--- src/rtl/suhasm_full_adder.sv ---
// suhasm_full_adder: a Tiny-Tapeout style adder tile.
//   uo_out[0]   = sum of the 1-bit full adder  A=ui_in[2], B=ui_in[1], Cin=ui_in[0]
//   uo_out[1]   = carry of the 1-bit full adder
//   uo_out[2]   = reserved, always 0
//   uo_out[7:3] = {cout4, sum4} = uio_in[3:0] + uio_in[7:4] + Cin (explicit ripple chain)
// The bidirectional pins are used as inputs only, so uio_out and uio_oe are tied to 0.
// Optional build macro FA_BYPASS_EN: when defined, uo_out is driven combinationally
// with zero latency and no output register is built (clk, rst and ena are then unused).
module suhasm_full_adder (
  input  logic       clk,
  input  logic       rst,
  input  logic       ena,
  input  logic [7:0] ui_in,
  input  logic [7:0] uio_in,
  output logic [7:0] uo_out,
  output logic [7:0] uio_out,
  output logic [7:0] uio_oe
);

  // One full-adder cell: returns {carry_out, sum}.
  function automatic logic [1:0] fa_cell(input logic a, input logic b, input logic ci);
    logic s;
    logic co;
    s  = a ^ b ^ ci;
    co = (a & b) | (ci & (a ^ b));
    return {co, s};
  endfunction

  logic       cin_s;
  logic       fa_s_s;
  logic       fa_co_s;
  logic [3:0] sum4_s;
  logic       cout4_s;
  logic [7:0] result_d;

  assign cin_s = ui_in[0];

  // Single-bit full adder on ui_in[2:0].
  always_comb begin
    {fa_co_s, fa_s_s} = fa_cell(ui_in[2], ui_in[1], cin_s);
  end

  // Four-cell ripple chain; carry enters at bit 0 from the shared Cin.
  always_comb begin
    logic [4:0] carry;
    sum4_s   = 4'b0000;
    carry    = 5'b00000;
    carry[0] = cin_s;
    for (int i = 0; i < 4; i++) begin
      {carry[i+1], sum4_s[i]} = fa_cell(uio_in[i], uio_in[i+4], carry[i]);
    end
    cout4_s = carry[4];
  end

  // Pack the output byte; bit 2 is reserved and held at zero.
  always_comb begin
    result_d = {cout4_s, sum4_s, 1'b0, fa_co_s, fa_s_s};
  end

  assign uio_out = 8'h00;
  assign uio_oe  = 8'h00;

`ifdef FA_BYPASS_EN
  logic unused_ok_s;
  assign unused_ok_s = &{1'b0, clk, rst, ena, ui_in[7:3]};
  assign uo_out      = result_d;
`else
  logic unused_ok_s;
  logic [7:0] out_q;
  assign unused_ok_s = &{1'b0, ui_in[7:3]};

  // Output register: reset has priority, otherwise capture only when enabled.
  always_ff @(posedge clk) begin
    if (rst) begin
      out_q <= 8'h00;
    end else if (ena) begin
      out_q <= result_d;
    end else begin
      out_q <= out_q;
    end
  end

  assign uo_out = out_q;
`endif

endmodule

--- config.mk ---
export PLATFORM = sky130hd
export DESIGN_NAME = suhasm_full_adder
export DESIGN_NICKNAME = d
export VERILOG_FILES = /design/src/rtl/suhasm_full_adder.sv
export SDC_FILE = /design/constraint.sdc
export NUM_CORES = 1
export LEC_CHECK = 0
export CAP_MARGIN = 20
export CORE_MARGIN = 3
export CORE_UTILIZATION = 33
export DETAILED_ROUTE_END_ITERATION = 8
export GPL_ROUTABILITY_DRIVEN = 0
export GPL_TIMING_DRIVEN = 0
export PLACE_DENSITY = 0.85
export SYNTH_ARGS = -nofsm -noshare
export SYNTH_HDL_FRONTEND = slang
export SYNTH_SLANG_ARGS = --single-unit
--- constraint.sdc ---
create_clock -name clk -period 3.3 [get_ports clk]
set_input_delay 0.33 -clock clk [delete_from_list [all_inputs] [get_ports clk]]
set_output_delay 0.33 -clock clk [all_outputs]
set_load 0.02 [all_outputs]
==> results of run 1 <==
==> logic make-up (layout without fill, tap and decap cells) <==
logic type,after synthesis,count (layout)
mux,4,4
fa+ha+maj,5,5
other cells,1,17
compound gates,3,3
flops,7,7
simple gates,7,7
buf+inv,25,48
==> final cells by class <==
type	count	area, µm²	area share, %
plain buffers	18	138.9	17.16
clock buffers	3	22.52	2.782
clock inverters	1	5.005	0.6182
inverters	7	26.28	3.246
multi-input cells	36	267.8	33.08
flip-flops and latches	7	140.1	17.31
well taps	15	18.77	2.318
repair buffers	19	190.2	23.49
==> placed cells by master, fill, tap and decap left out <==
master / synthesis / layout
buf_6: 1 / 1
nor2_1: 7 / 7
clkdlybuf4s50_1: 0 / 19
mux2i_1: 4 / 4
buf_4: 17 / 17
inv_1: 7 / 7
fa_1: 5 / 5
conb_1: 1 / 17
a211oi_2: 3 / 3
clkinv_2: 0 / 1
dfxtp_1: 7 / 7
clkbuf_4: 0 / 3
==> per-layer routing <==
layer,global-route usage [%],vias up,part of all wire (%)
met5,0,-,0
met4,7.018,0,0
met3,6.719,0,13
met2,19.78,22,56
met1,10.41,166,31
li1,-,200,-
==> worst max-delay path, delay by kind of cell <==
| kind | cells | cell delay (ns) |
|---|---|---|
| fa+ha+maj | 4 | 1.36 |
| buf+inv | 4 | 0.68 |
| compound gates | 1 | 0.22 |
==> per-stage QoR <==
stage	power, mW	utilization (%)	hold slack [ns]	cells	setup WS (ns)
2_1_floorplan	0.1660	-	0.4024	68	1.233
3_3_place_gp	0.2015	56.56	0.4753	102	0.6637
3_5_place_dp	0.2047	56.56	0.4958	102	0.6170
4_1_cts	0.2873	58.55	0.3093	106	0.8830
5_1_grt	0.3037	58.55	0.3164	106	0.8095
6_report	0.2818	58.55	0.3197	106	0.8845
==> synth_stat cells (all sizes together) <==
cell type  instances  share of area [%]
a211oi             3                7.3
inv                7                5.1
conb               1               0.73
nor2               7                5.1
mux2i              4                7.8
dfxtp              7                 27
buf               18                 27
fa                 5                 20
==> power groups by stage <==
stage | clock network (mW) | logic (mW) | registers, mW
finish | 0.0791 | 0.106 | 0.0964
global route | 0.0900 | 0.116 | 0.0978
CTS | 0.0840 | 0.107 | 0.0967
detailed placement | 0 | 0.106 | 0.0984
global placement | 0 | 0.104 | 0.0977
floorplan | 0 | 0.0584 | 0.108
==> final timing paths <==
path | from | endpoint | cells past startpoint
max reg2reg | uo_out[0]$_SDFFE_PP0P_ | uo_out[0]$_SDFFE_PP0P_ | 2
max | ui_in[0] | uo_out[6]$_SDFFE_PP0P_ | 9
min reg2reg | uo_out[1]$_SDFFE_PP0P_ | uo_out[1]$_SDFFE_PP0P_ | 2
min | ena | uo_out[7]$_SDFFE_PP0P_ | 2
==> flow_summary.json, run 1 <==
{
  "status": "completed",
  "initial_core_util_pct": 37.10,
  "htree_levels": 1,
  "yosysSeqAreaShare_pct": 27.32,
  "post_drt_wl_per_cell_um": 9.491,
  "drc": 0,
  "synth_top_family_by_area": "buffers and inverters",
  "largest_reg_flops": 7,
  "switching_power_uw": 91.19,
  "final_nets": 116,
  "internal_power_uw": 190.6,
  "drtAntennaViolNets": 0,
  "antenna_found_initial": 0,
  "max_freq_mhz": 414.0,
  "min_period_ns": 2.416,
  "seqPwrFrac_pct": 34.2,
  "ys_seq_elements": 7,
  "path_clk_slew_ns": 0.06,
  "startpoint_type": "input port",
  "stdcell_area_um2": 809.5,
  "path_class": "in -> reg",
  "syn_area_um2": 513.0,
  "fillers": 143,
  "syn_avg_cell_area_um2": 9.865,
  "die_area_mm2": 0.002063,
  "drt_iter0_drc": 7,
  "post-cts-setup-buffer-count": 0,
  "final_hold_viol_count": 0,
  "clockRootBuffer": "clkbuf_4",
  "end_kind": "flip-flop",
  "drive_gt1_share_pct": 27.47,
  "synth.mux.area_fraction_pct": 7.805,
  "cts.sinks": 7,
  "synth_xor_area_share_pct": 0,
  "arrival_ns": 2.59,
  "rsz0062_at_grt": "false",
  "crit_path_top_delay_cell": "clkdlybuf4s50_1",
  "worstSkewPairLatency_ns": 0.26,
  "postPlaceCellArea_um2": 782.0,
  "grt_pass1_vias": 366,
  "io_pins": 43,
  "place_hpwl_um": 908.7,
  "grt-ovfl-total": 0,
  "cts_resized": 0,
  "clock_skew_ns": 0,
  "area_delta_synth_final_pct": 57.80,
  "die_h_um": 45.43,
  "swShare_pct": 32.36,
  "p_clk_share_pct": 28.1,
  "worstPathMaxFanout": 2,
  "ir_drop_uv": 170.4,
  "setup-violations-final": 0,
  "p_leak_nw": 0.4181,
  "finalMaxSlewViolations": 0,
  "synth_adder_area_share_pct": 19.51,
  "rows": 13,
  "die_width_um": 45.43,
  "routed_wl_um": 1006,
  "synth_cell_type_count": 9,
  "crit_chain": "clkdlybuf4s50_1 > inv_1 > fa_1 > inv_1 > fa_1 > fa_1 > inv_1 > fa_1 > a211oi_2",
  "antennaDiodeCount": 0,
  "synthCells": 52,
  "port_buffers": 19,
  "drt_pre_antenna_iters": 2,
  "cts.path.max_buffers": 2,
  "synth-simple-area-share_pct": 5.122,
  "crit_top_cell": "fa_1",
  "viasPerCell": 3.660,
  "yosys_warnings": 0,
  "finalSetupTns_ns": 0,
  "powerDensity_mw_per_mm2": 348.1,
  "critPathMaxStageDelay_ns": 0.45,
  "grt_usage_pct": 11.62,
  "grt_pass1_wl_um": 1573,
  "num_vias": 388,
  "cts_hold_buf": 0,
  "critPathRequiredTime_ns": 3.48,
  "min_period_over_period_pct": 73.20,
  "combPwrFrac_pct": 37.7,
  "synth_compound_area_share_pct": 7.317,
  "core_mm2": 0.001383,
  "cts_tree": "done",
  "maxCapViolCount": 0,
  "hp-class": "in -> reg",
  "cts_inserted_buffers": 3,
  "r2r_slack_ns": 2.66,
  "grt_max_degree": 11
}
Power figures use the tool's default switching activity.
==> inputs of run 2 (changes only) <==
--- a/config.mk
+++ b/config.mk
@@ -7,11 +7,11 @@
 export LEC_CHECK = 0
 export CAP_MARGIN = 20
 export CORE_MARGIN = 3
-export CORE_UTILIZATION = 33
+export CORE_UTILIZATION = 28
 export DETAILED_ROUTE_END_ITERATION = 8
 export GPL_ROUTABILITY_DRIVEN = 0
 export GPL_TIMING_DRIVEN = 0
-export PLACE_DENSITY = 0.85
+export PLACE_DENSITY = 0.77
 export SYNTH_ARGS = -nofsm -noshare
 export SYNTH_HDL_FRONTEND = slang
 export SYNTH_SLANG_ARGS = --single-unit
==> constraint.sdc (replaced) <==
create_clock -name clk -period 1.95 [get_ports clk]
set_input_delay 0.195 -clock clk [delete_from_list [all_inputs] [get_ports clk]]
set_output_delay 0.195 -clock clk [all_outputs]
set_load 0.02 [all_outputs]
==> run 2 against run 1 <==
Sequential cell count stayed put. Sequential power is 69% higher. Die area is 15% higher. Highest routed layer unchanged. Worst setup slack worse by 0.83 ns. Final area is 2.0% higher.
==> flow_summary.json, run 2 (synthesis results as in run 1) <==
{
  "status": "completed",
  "postPlaceCellArea_um2": 793.3,
  "area_delta_synth_final_pct": 60.98,
  "mostFrequentLayoutCells": "17 x buf_4, 17 x conb_1, 16 x clkdlybuf4s50_1, 7 x nor2_1, 7 x dfxtp_1",
  "core_mm2": 0.001612,
  "groute.layer.met2.usage_pct": 11.76,
  "critPathMaxStageDelay_ns": 0.42,
  "hp-class": "in -> reg",
  "min_period_over_period_pct": 97.32,
  "post-cts-setup-buffer-count": 0,
  "grt-busiest-layer": "met2",
  "powerDensity_mw_per_mm2": 573.5,
  "io_pins": 43,
  "p_leak_nw": 0.4121,
  "cts_tree": "done",
  "grt_pass1_wl_um": 1366,
  "worstSkewPairLatency_ns": 0.25,
  "grt-ovfl-total": 0,
  "worstPathMaxFanout": 1,
  "clock_skew_ns": 0,
  "finalMaxSlewViolations": 0,
  "grtUsageMet3_pct": 6.728,
  "path_clk_slew_ns": 0.05,
  "max_freq_mhz": 526.9,
  "crit_chain": "dlygate4sd2_1 > inv_2 > fa_2 > inv_2 > fa_2 > fa_2 > inv_2 > fa_1 > a211oi_2",
  "critPathRequiredTime_ns": 2.12,
  "initial_core_util_pct": 31.83,
  "stdcell_area_um2": 825.8,
  "worst_slack_ns": 0.05223,
  "die_h_um": 48.81,
  "instances_no_fill": 115,
  "port_buffers": 19,
  "drive_gt1_share_pct": 35.16,
  "die_width_um": 48.81,
  "grt_max_degree": 11,
  "htree_levels": 1,
  "antenna_found_initial": 0,
  "rsz0062_at_grt": "false",
  "finalPower_uw": 473.6,
  "final_nets": 116,
  "grt_pass1_vias": 329,
  "die_area_mm2": 0.002382,
  "final_hold_viol_count": 0,
  "viasPerCell": 3.357,
  "maxCapViolCount": 0,
  "end_kind": "flip-flop",
  "drt_iter0_drc": 3,
  "antennaDiodeCount": 0,
  "min_period_ns": 1.898,
  "post_drt_wl_per_cell_um": 7.757,
  "grt_usage_pct": 7.687,
  "path_class": "in -> reg",
  "rows": 14,
  "crit_path_top_delay_cell": "fa_1",
  "routed_wl_um": 892,
  "drtAntennaViolNets": 0,
  "ir_drop_uv": 461.7,
  "dpl.cell_count": 111,
  "cts.sinks": 7,
  "gr-usage-met1_pct": 7.985,
  "largest_reg_flops": 7,
  "startpoint_type": "input port",
  "drt_pre_antenna_iters": 4,
  "dp_slack_ns": -0.5900,
  "arrival_ns": 2.07,
  "drc": 0,
  "num_vias": 386,
  "clockRootBuffer": "clkbuf_4",
  "whs_ns": 0.1907,
  "setup-violations-final": 0,
  "cts_inserted_buffers": 3,
  "cts.path.max_buffers": 2,
  "place_hpwl_um": 789.9,
  "cts_hold_buf": 0
}
==> run 2: cell types whose count changed in the layout (fill, tap and decap cells not counted), moves of 2 or more <==
cell,change
inv_1,-4
inv_2,+4
clkdlybuf4s50_1,-3
fa_1,-3
fa_2,+3
dlygate4sd2_1,+2
==> run 2: final cells by class <==
type | count | area, µm²
clock buffers | 4 | 26.28
plain buffers | 18 | 138.9
fillers | 153 | 785.8
repair buffers | 19 | 188.9
multi-input cells | 36 | 275.3
flip-flops and latches | 7 | 140.1
inverters | 7 | 26.28
well taps | 24 | 30.03
==> run 2: what timing repair did <==
action / in CTS / in global routing
setup endpoints to repair: 2 / 1
endpoints found under the hold margin: 0 / 0
pin swaps: 5 / 1
gates cloned: 0 / 0
gates resized for setup: 12 / 0
==> run 2: critical path, delay by kind of cell <==
kind	cells	cell delay, ns
adders and majority gates	4	1.31
buffers and inverters	4	0.40
AOI/OAI and AO/OA	1	0.18
==> run 2: stage by stage <==
step | setup TNS (ns) | util [%]
4_1_cts | 0 | 51.24
3_5_place_dp | -1.312 | 49.22
2_1_floorplan | 0 | -
6_report | 0 | 51.24
3_3_place_gp | -1.234 | 49.22
5_1_grt | 0 | 51.24
==> run 2: path summary, 6_finish.rpt <==
kind / from / end / slack [ns] / depth (start not counted)
setup / recovery: uio_in[4] / uo_out[6]$_SDFFE_PP0P_ / 0.05 / 9
hold / removal: ena / uo_out[3]$_SDFFE_PP0P_ / 0.19 / 2
setup reg to reg: uo_out[7]$_SDFFE_PP0P_ / uo_out[7]$_SDFFE_PP0P_ / 1.35 / 2
hold reg to reg: uo_out[1]$_SDFFE_PP0P_ / uo_out[1]$_SDFFE_PP0P_ / 0.50 / 2
==> run 2: power breakdown <==
| group | internal (mW) | total (mW) | switching [mW] |
|---|---|---|---|
| clock network | 0.0781 | 0.132 | 0.0535 |
| registers | 0.157 | 0.163 | 0.00629 |
| logic | 0.0903 | 0.179 | 0.0887 |
| total | 0.325 | 0.474 | 0.149 |
==> run 2: layer usage <==
metal  wire length (µm)  part of all wire (%)
met5                  0                     0
met1                315                    35
met3                157                    18
met2                419                    47
met4                  0                     0
==> inputs of run 3 (changes only) <==
--- a/config.mk
+++ b/config.mk
@@ -6,8 +6,10 @@
 export NUM_CORES = 1
 export LEC_CHECK = 0
 export CAP_MARGIN = 20
+export CELL_PAD_IN_SITES_DETAIL_PLACEMENT = 0
+export CELL_PAD_IN_SITES_GLOBAL_PLACEMENT = 1
 export CORE_MARGIN = 3
-export CORE_UTILIZATION = 28
+export CORE_UTILIZATION = 19
 export DETAILED_ROUTE_END_ITERATION = 8
 export GPL_ROUTABILITY_DRIVEN = 0
 export GPL_TIMING_DRIVEN = 0
==> constraint.sdc (replaced) <==
create_clock -name clk -period 1.7 [get_ports clk]
set_input_delay 0.17 -clock clk [delete_from_list [all_inputs] [get_ports clk]]
set_output_delay 0.17 -clock clk [all_outputs]
set_load 0.02 [all_outputs]
==> run 3 against run 2 <==
Final cell count is 6.1% higher. Sequential cell count unchanged. First-iteration DRC count is 33% higher. Clock power increased by 11%. Die area up 41%. Register-to-register slack lost 0.25 ns. The run now ends with setup timing left. Clock-buffer cell count did not move. Via count rose by 3.6%. Worst setup slack worse by 0.057 ns. Sequential share of layout area is 0.52 points lower. Sequential power up 14%. Critical path depth did not move.
==> flow_summary.json, run 3 (synthesis results as in run 1) <==
{
  "cp_num_buf_inv": 4,
  "worst-r2r-cell-count": 2,
  "grtUsageMet3_pct": 4.677,
  "cts.path.max_buffers": 2,
  "arrival_ns": 1.87,
  "finalMaxSlewViolations": 0,
  "hold_depth": 2,
  "drc": 0,
  "swShare_pct": 31.01,
  "gr-usage-met1_pct": 7.211,
  "regArea_um2": 140.1,
  "clock_skew_ns": 0,
  "multi_input_area_um2": 275.3,
  "crit_path_top_delay_cell": "fa_1",
  "seqPwrFrac_pct": 34.1,
  "final_hold_viol_count": 0,
  "ir_drop_uv": 329.4,
  "end_kind": "flip-flop",
  "critPathMaxStageDelay_ns": 0.42,
  "grt_pass1_vias": 440,
  "instances_no_fill": 122,
  "cts_hold_buf": 0,
  "clockRootBuffer": "clkbuf_4",
  "crit_path_start": "ui_in[0]",
  "port_buffers": 19,
  "cts_tree": "done",
  "whs_ns": 0.1810,
  "die_width_um": 57.96,
  "worstSkewPairLatency_ns": 0.24,
  "grt-busiest-layer": "met2",
  "dp_slack_ns": -0.7148,
  "critPathRequiredTime_ns": 1.87,
  "initial_core_util_pct": 20.34,
  "path_class": "in -> reg",
  "antenna_found_initial": 0,
  "hold_start": "ena",
  "rows": 18,
  "path_clk_slew_ns": 0.05,
  "grt_pass1_wl_um": 1835,
  "die_area_mm2": 0.003359,
  "worst_slack_ns": -0.004842,
  "core_mm2": 0.002522,
  "drt_iter0_drc": 4,
  "die_h_um": 57.96,
  "rsz0062_at_grt": "true",
  "rr_endpoint": "uo_out[1]$_SDFFE_PP0P_",
  "drt_pre_antenna_iters": 2,
  "powerDensity_mw_per_mm2": 642.0,
  "largest_reg_flops": 7,
  "cts.sinks": 7,
  "grt-ovfl-total": 0,
  "layout_commonest_cell": "buf_4",
  "routed_wl_um": 1024,
  "violations": "setup timing",
  "setup-violations-final": 1,
  "grt_usage_pct": 7.238,
  "worstPathMaxFanout": 2,
  "num_vias": 400,
  "worstHoldEndpoint": "uo_out[7]$_SDFFE_PP0P_",
  "io_pins": 43,
  "finalSetupTns_ns": -0.004842,
  "htree_levels": 1,
  "max_freq_mhz": 586.6,
  "viasPerCell": 3.279,
  "cts_inserted_buffers": 3,
  "maxCapViolCount": 0,
  "area_delta_synth_final_pct": 66.10,
  "drtAntennaViolNets": 0,
  "p_leak_nw": 0.4232,
  "internal_power_uw": 377.4,
  "min_period_ns": 1.705,
  "min_period_over_period_pct": 100.3,
  "mostFrequentLayoutCells": "18 x buf_4, 17 x conb_1, 14 x clkdlybuf4s50_1, 7 x nor2_1, 7 x dfxtp_1",
  "finalPower_uw": 547.0,
  "r2r_slack_ns": 1.10,
  "switching_power_uw": 169.6,
  "drive_gt1_share_pct": 39.13,
  "combPwrFrac_pct": 39.1,
  "path_delay_family": "adder cells",
  "place_hpwl_um": 893.7,
  "dpl.cell_count": 117,
  "crit_chain": "buf_8 > inv_4 > fa_2 > inv_2 > fa_2 > fa_2 > inv_2 > fa_1 > a211oi_2",
  "fillers": 281,
  "post_drt_wl_per_cell_um": 8.393,
  "final_nets": 117,
  "hp-class": "in -> reg",
  "status": "complete, but fails checks",
  "startpoint_type": "input port",
  "grt_max_degree": 11,
  "groute.layer.met2.usage_pct": 13.39,
  "r2r_start": "uo_out[1]$_SDFFE_PP0P_",
  "crit_top_cell": "fa_2",
  "p_clk_share_pct": 26.9,
  "antennaDiodeCount": 0
}
[run 3: cell count changes in the layout (fill, tap and decap cells not counted), sizes merged]
cell           change
clkdlybuf4s50      -2
clkdlybuf4s15      -1
buf                +4
[run 3: power by group through the flow]
| stage | Sequential (mW) | Clock, mW | Combinational, mW |
|---|---|---|---|
| 6_report | 0.186 | 0.147 | 0.214 |
| 5_1_grt | 0.189 | 0.173 | 0.235 |
| 4_1_cts | 0.187 | 0.158 | 0.214 |
| 3_5_place_dp | 0.190 | 0 | 0.210 |
| 3_3_place_gp | 0.190 | 0 | 0.206 |
| 2_1_floorplan | 0.209 | 0 | 0.115 |
[run 3: final cells by class]
| class | instances | area share [%] |
|---|---|---|
| buffer | 18 | 16.30 |
| multi-input combinational | 36 | 32.31 |
| clock buffer | 4 | 3.084 |
| inverter | 7 | 3.671 |
| tap | 30 | 4.405 |
| timing repair buffer | 20 | 23.79 |
| sequential | 7 | 16.45 |
[run 3: per-stage QoR]
| stage | utilization [%] | area [µm²] |
|---|---|---|
| after floorplan | - | 578.1 |
| after global placement | 31.94 | 805.8 |
| after detailed placement | 31.94 | 805.8 |
| after CTS | 33.43 | 843.3 |
| after global routing | 33.78 | 852.1 |
| final | 33.78 | 852.1 |
[run 3: worst register-to-register path, cell delays in order, from the launching register on]
cell	delay, ns
dfxtp_1	0.30
mux2i_1	0.12
nor2_1	0.05
[run 3: timing repair]
action | 4_1_cts | 5_1_grt
endpoints found under the setup margin | 4 | 1
resized for setup | 23 | 2
pin swaps | 5 | 5
buffers inserted | 1 | 0
[run 3: worst max path at each step]
stage / to / slack [ns] / cells past startpoint
6_report: uo_out[6]$_SDFFE_PP0P_ / -0.005 / 9
5_1_grt: uo_out[6]$_SDFFE_PP0P_ / -0.06 / 9
4_1_cts: uo_out[6]$_SDFFE_PP0P_ / -0.08 / 9
3_5_place_dp: uo_out[6]$_SDFFE_PP0P_ / -0.71 / 9
3_3_place_gp: uo_out[6]$_SDFFE_PP0P_ / -0.70 / 9
2_1_floorplan: uo_out[6]$_SDFFE_PP0P_ / -0.11 / 8
[run 3: layer usage]
metal,part of all wire (%),vias up
met5,0,-
met4,0,0
li1,-,203
met3,12,0
met2,50,22
met1,38,175
==> RTL edit: new RTL, config.mk and constraints of run 2 <==
Reset style: asynchronous (`rst`), changed in one clocked block.
--- a/src/rtl/suhasm_full_adder.sv
+++ b/src/rtl/suhasm_full_adder.sv
@@ -70,7 +70,7 @@
   assign unused_ok_s = &{1'b0, ui_in[7:3]};
 
   // Output register: reset has priority, otherwise capture only when enabled.
-  always_ff @(posedge clk) begin
+  always_ff @(posedge clk or posedge rst) begin
     if (rst) begin
       out_q <= 8'h00;
     end else if (ena) begin
Formal check against the unedited RTL: differs if rst is asserted again (counterexample within 4 cycles, from zero or initial values and one cycle with rst high); with rst held inactive, the same outputs for 10 cycles.
==> RTL edit against run 2 <==
Total power rose by 19%; critical path type unchanged; largest power group unchanged; worst setup slack improved by 0.051 ns; largest cell class unchanged; routed wire length rose by 6.1%; cell area rose by 3.6%; worst hold slack got worse by 0.0093 ns; count of clock-buffer cells in the layout did not move; sequential cell count did not move; register-to-register slack got worse by 0.16 ns; highest routed layer unchanged; area after synthesis rose by 6.1%; cell count fell by 1.7%; critical path depth did not move; synthesized cell count fell by 5.8%.
==> RTL edit: results (changes against run 2) <==
Global route
  – Routing usage on met2: 14.3% (+2.6 points)
  – Initial antenna violation count: 0 (unchanged)
  – Largest net degree at the start of global routing: 9 (-2)
  – Routing usage on met1: 8.04% (+0.053 points)
  – Total track usage: 8.26% (+0.58 points)
  – Grt met3 use: 4.83% (-1.9 points)
  – First-pass GRT wire length: 1510 µm (+11%)

Drt
  – Final WL: 946 µm (+6.1%)
  – Met2 WL: 522 µm (+25%)
  – Highest routed layer: met3
  – Met3 wire length: 115 µm (-27%)
  – Via Count: 372 (-3.6%)
  – DR pass1 iterations: 3 (-1)
  – Iter 0 DRT Violations: 2 (-1)
  – Metal1 wirelength: 308 µm (-2.2%)

Final layout
  – Fillcell total: 180 (+18%)
  – Finished Layout Cells: 113 (-1.7%)
  – N_diodes: 0 (unchanged)
  – Layout cells sized above 1: 36.4% (+1.2 points)
  – Final Net Count: 113 (-2.6%)
  – Max FFs per register: 7 (unchanged)

Placed design
  – Post-DP HPWL: 822 µm (+4.1%)
  – Dpl ws: -0.465 ns (+0.125 ns)
  – Post-DP Area: 826 µm² (+4.1%)

Synthesis
  – Synth area leaders: dfrtp_1 32%, buf_4 23%, fa_1 18%
  – Most frequent cell after synthesis: buf_4
  – Post-synth cell types: 10 (+1)
  – Main synth FF type: dfrtp_1
  – Asr flop ratio synth: 100% (+100 points)
  – Syn. warnings: 0 (unchanged)
  – Commonest cells in the netlist: 17 x buf_4, 10 x inv_1, 7 x dfrtp_1
  – Seq/Total Area, Yosys: 32.2% (+4.9 points)
  – Post-synthesis cell count: 49 (-5.8%)

CTS
  – TritonCTS Buffers: 3 (unchanged)
  – Clock Latency Late Sink: 0.24 ns
  – Clk root buf: clkbuf_4
  – Htree depth: 1 (unchanged)
  – Clock Path Buffers: 2 (unchanged)
  – Post-CTS setup buffers: 0 (unchanged)

Run status
  – Outcome: finished, final reports clean

Pwr
  – Leakage: 0.000460 µW (+12%)
  – Max VDD drop: 0.000325 V (-30%)

Hold path
  – Worst hold path type: in -> async

Worst setup path
  – WP data arrival: 2.02 ns (-0.05 ns)
  – Slowest cell delay on critical path: 0.39 ns (-0.03 ns)
  – Family with the most delay on the worst path: adder cells
  – Worst-path fanout max: 2 (+1)

Timing
  – Final count of hold timing violations: 0 (unchanged)
-- RTL edit: cell count changes in the layout (fill, tap and decap cells not counted), sizes merged, moves of 2 or more --
cell    before  now
dfxtp        7    0
nor2         7    1
a211oi       3    0
mux2         0    4
inv          7   10
mux2i        4    2
dfrtp        0    7
-- RTL edit: what timing repair did --
item	CTS	global route
resized for setup	10	0
setup endpoints to repair	3	1
pin swaps	3	2
cloned	0	0
-- RTL edit: final timing paths --
| kind | to | from | slack (ns) | depth (start not counted) |
|---|---|---|---|---|
| max | uo_out[6] | ui_in[0] | 0.10 | 9 |
| min | uo_out[7] | rst | 0.18 | 2 |
| max reg2reg | uo_out[4] | uo_out[4] | 1.19 | 1 |
| min reg2reg | uo_out[0] | uo_out[0] | 0.51 | 1 |
| max in group asynchronous | uo_out[0] | rst | 1.55 | 2 |
| min in group clk | uo_out[3] | ena | 0.19 | 2 |
-- RTL edit: cell families (layout without fill, tap and decap cells) --
logic type,count (synthesis),count (layout),synth area share (%)
AOI/OAI and AO/OA,1,1,0.919
adders and majority gates,5,5,18.4
buffers and inverters,28,51,32.4
DFF,7,7,32.2
muxes,6,6,14.7
other,1,17,0.689
and+or+nand+nor,1,1,0.689
-- RTL edit: final cells by class --
type                            instances  share of cell area (%)
Sequential cell                         7                    20.5
Buffer                                 18                    16.2
Clock buffer                            4                    3.07
Timing Repair Buffer                   19                    21.8
Tap cell                               25                    3.65
Inverter                               10                    4.39
Multi-Input combinational cell         30                    30.4
-- RTL edit: power breakdown --
group          internal [µW]  switching (µW)
Combinational            130             116
Sequential               173            14.7
Clock                   77.8            49.8
-- RTL edit: stage by stage --
step                      utilization (%)  total power [µW]
after floorplan                         -               339
after global placement               46.3               432
after detailed placement             46.3               437
after CTS                            48.0               575
after global routing                 48.0               602
final                                48.0               561
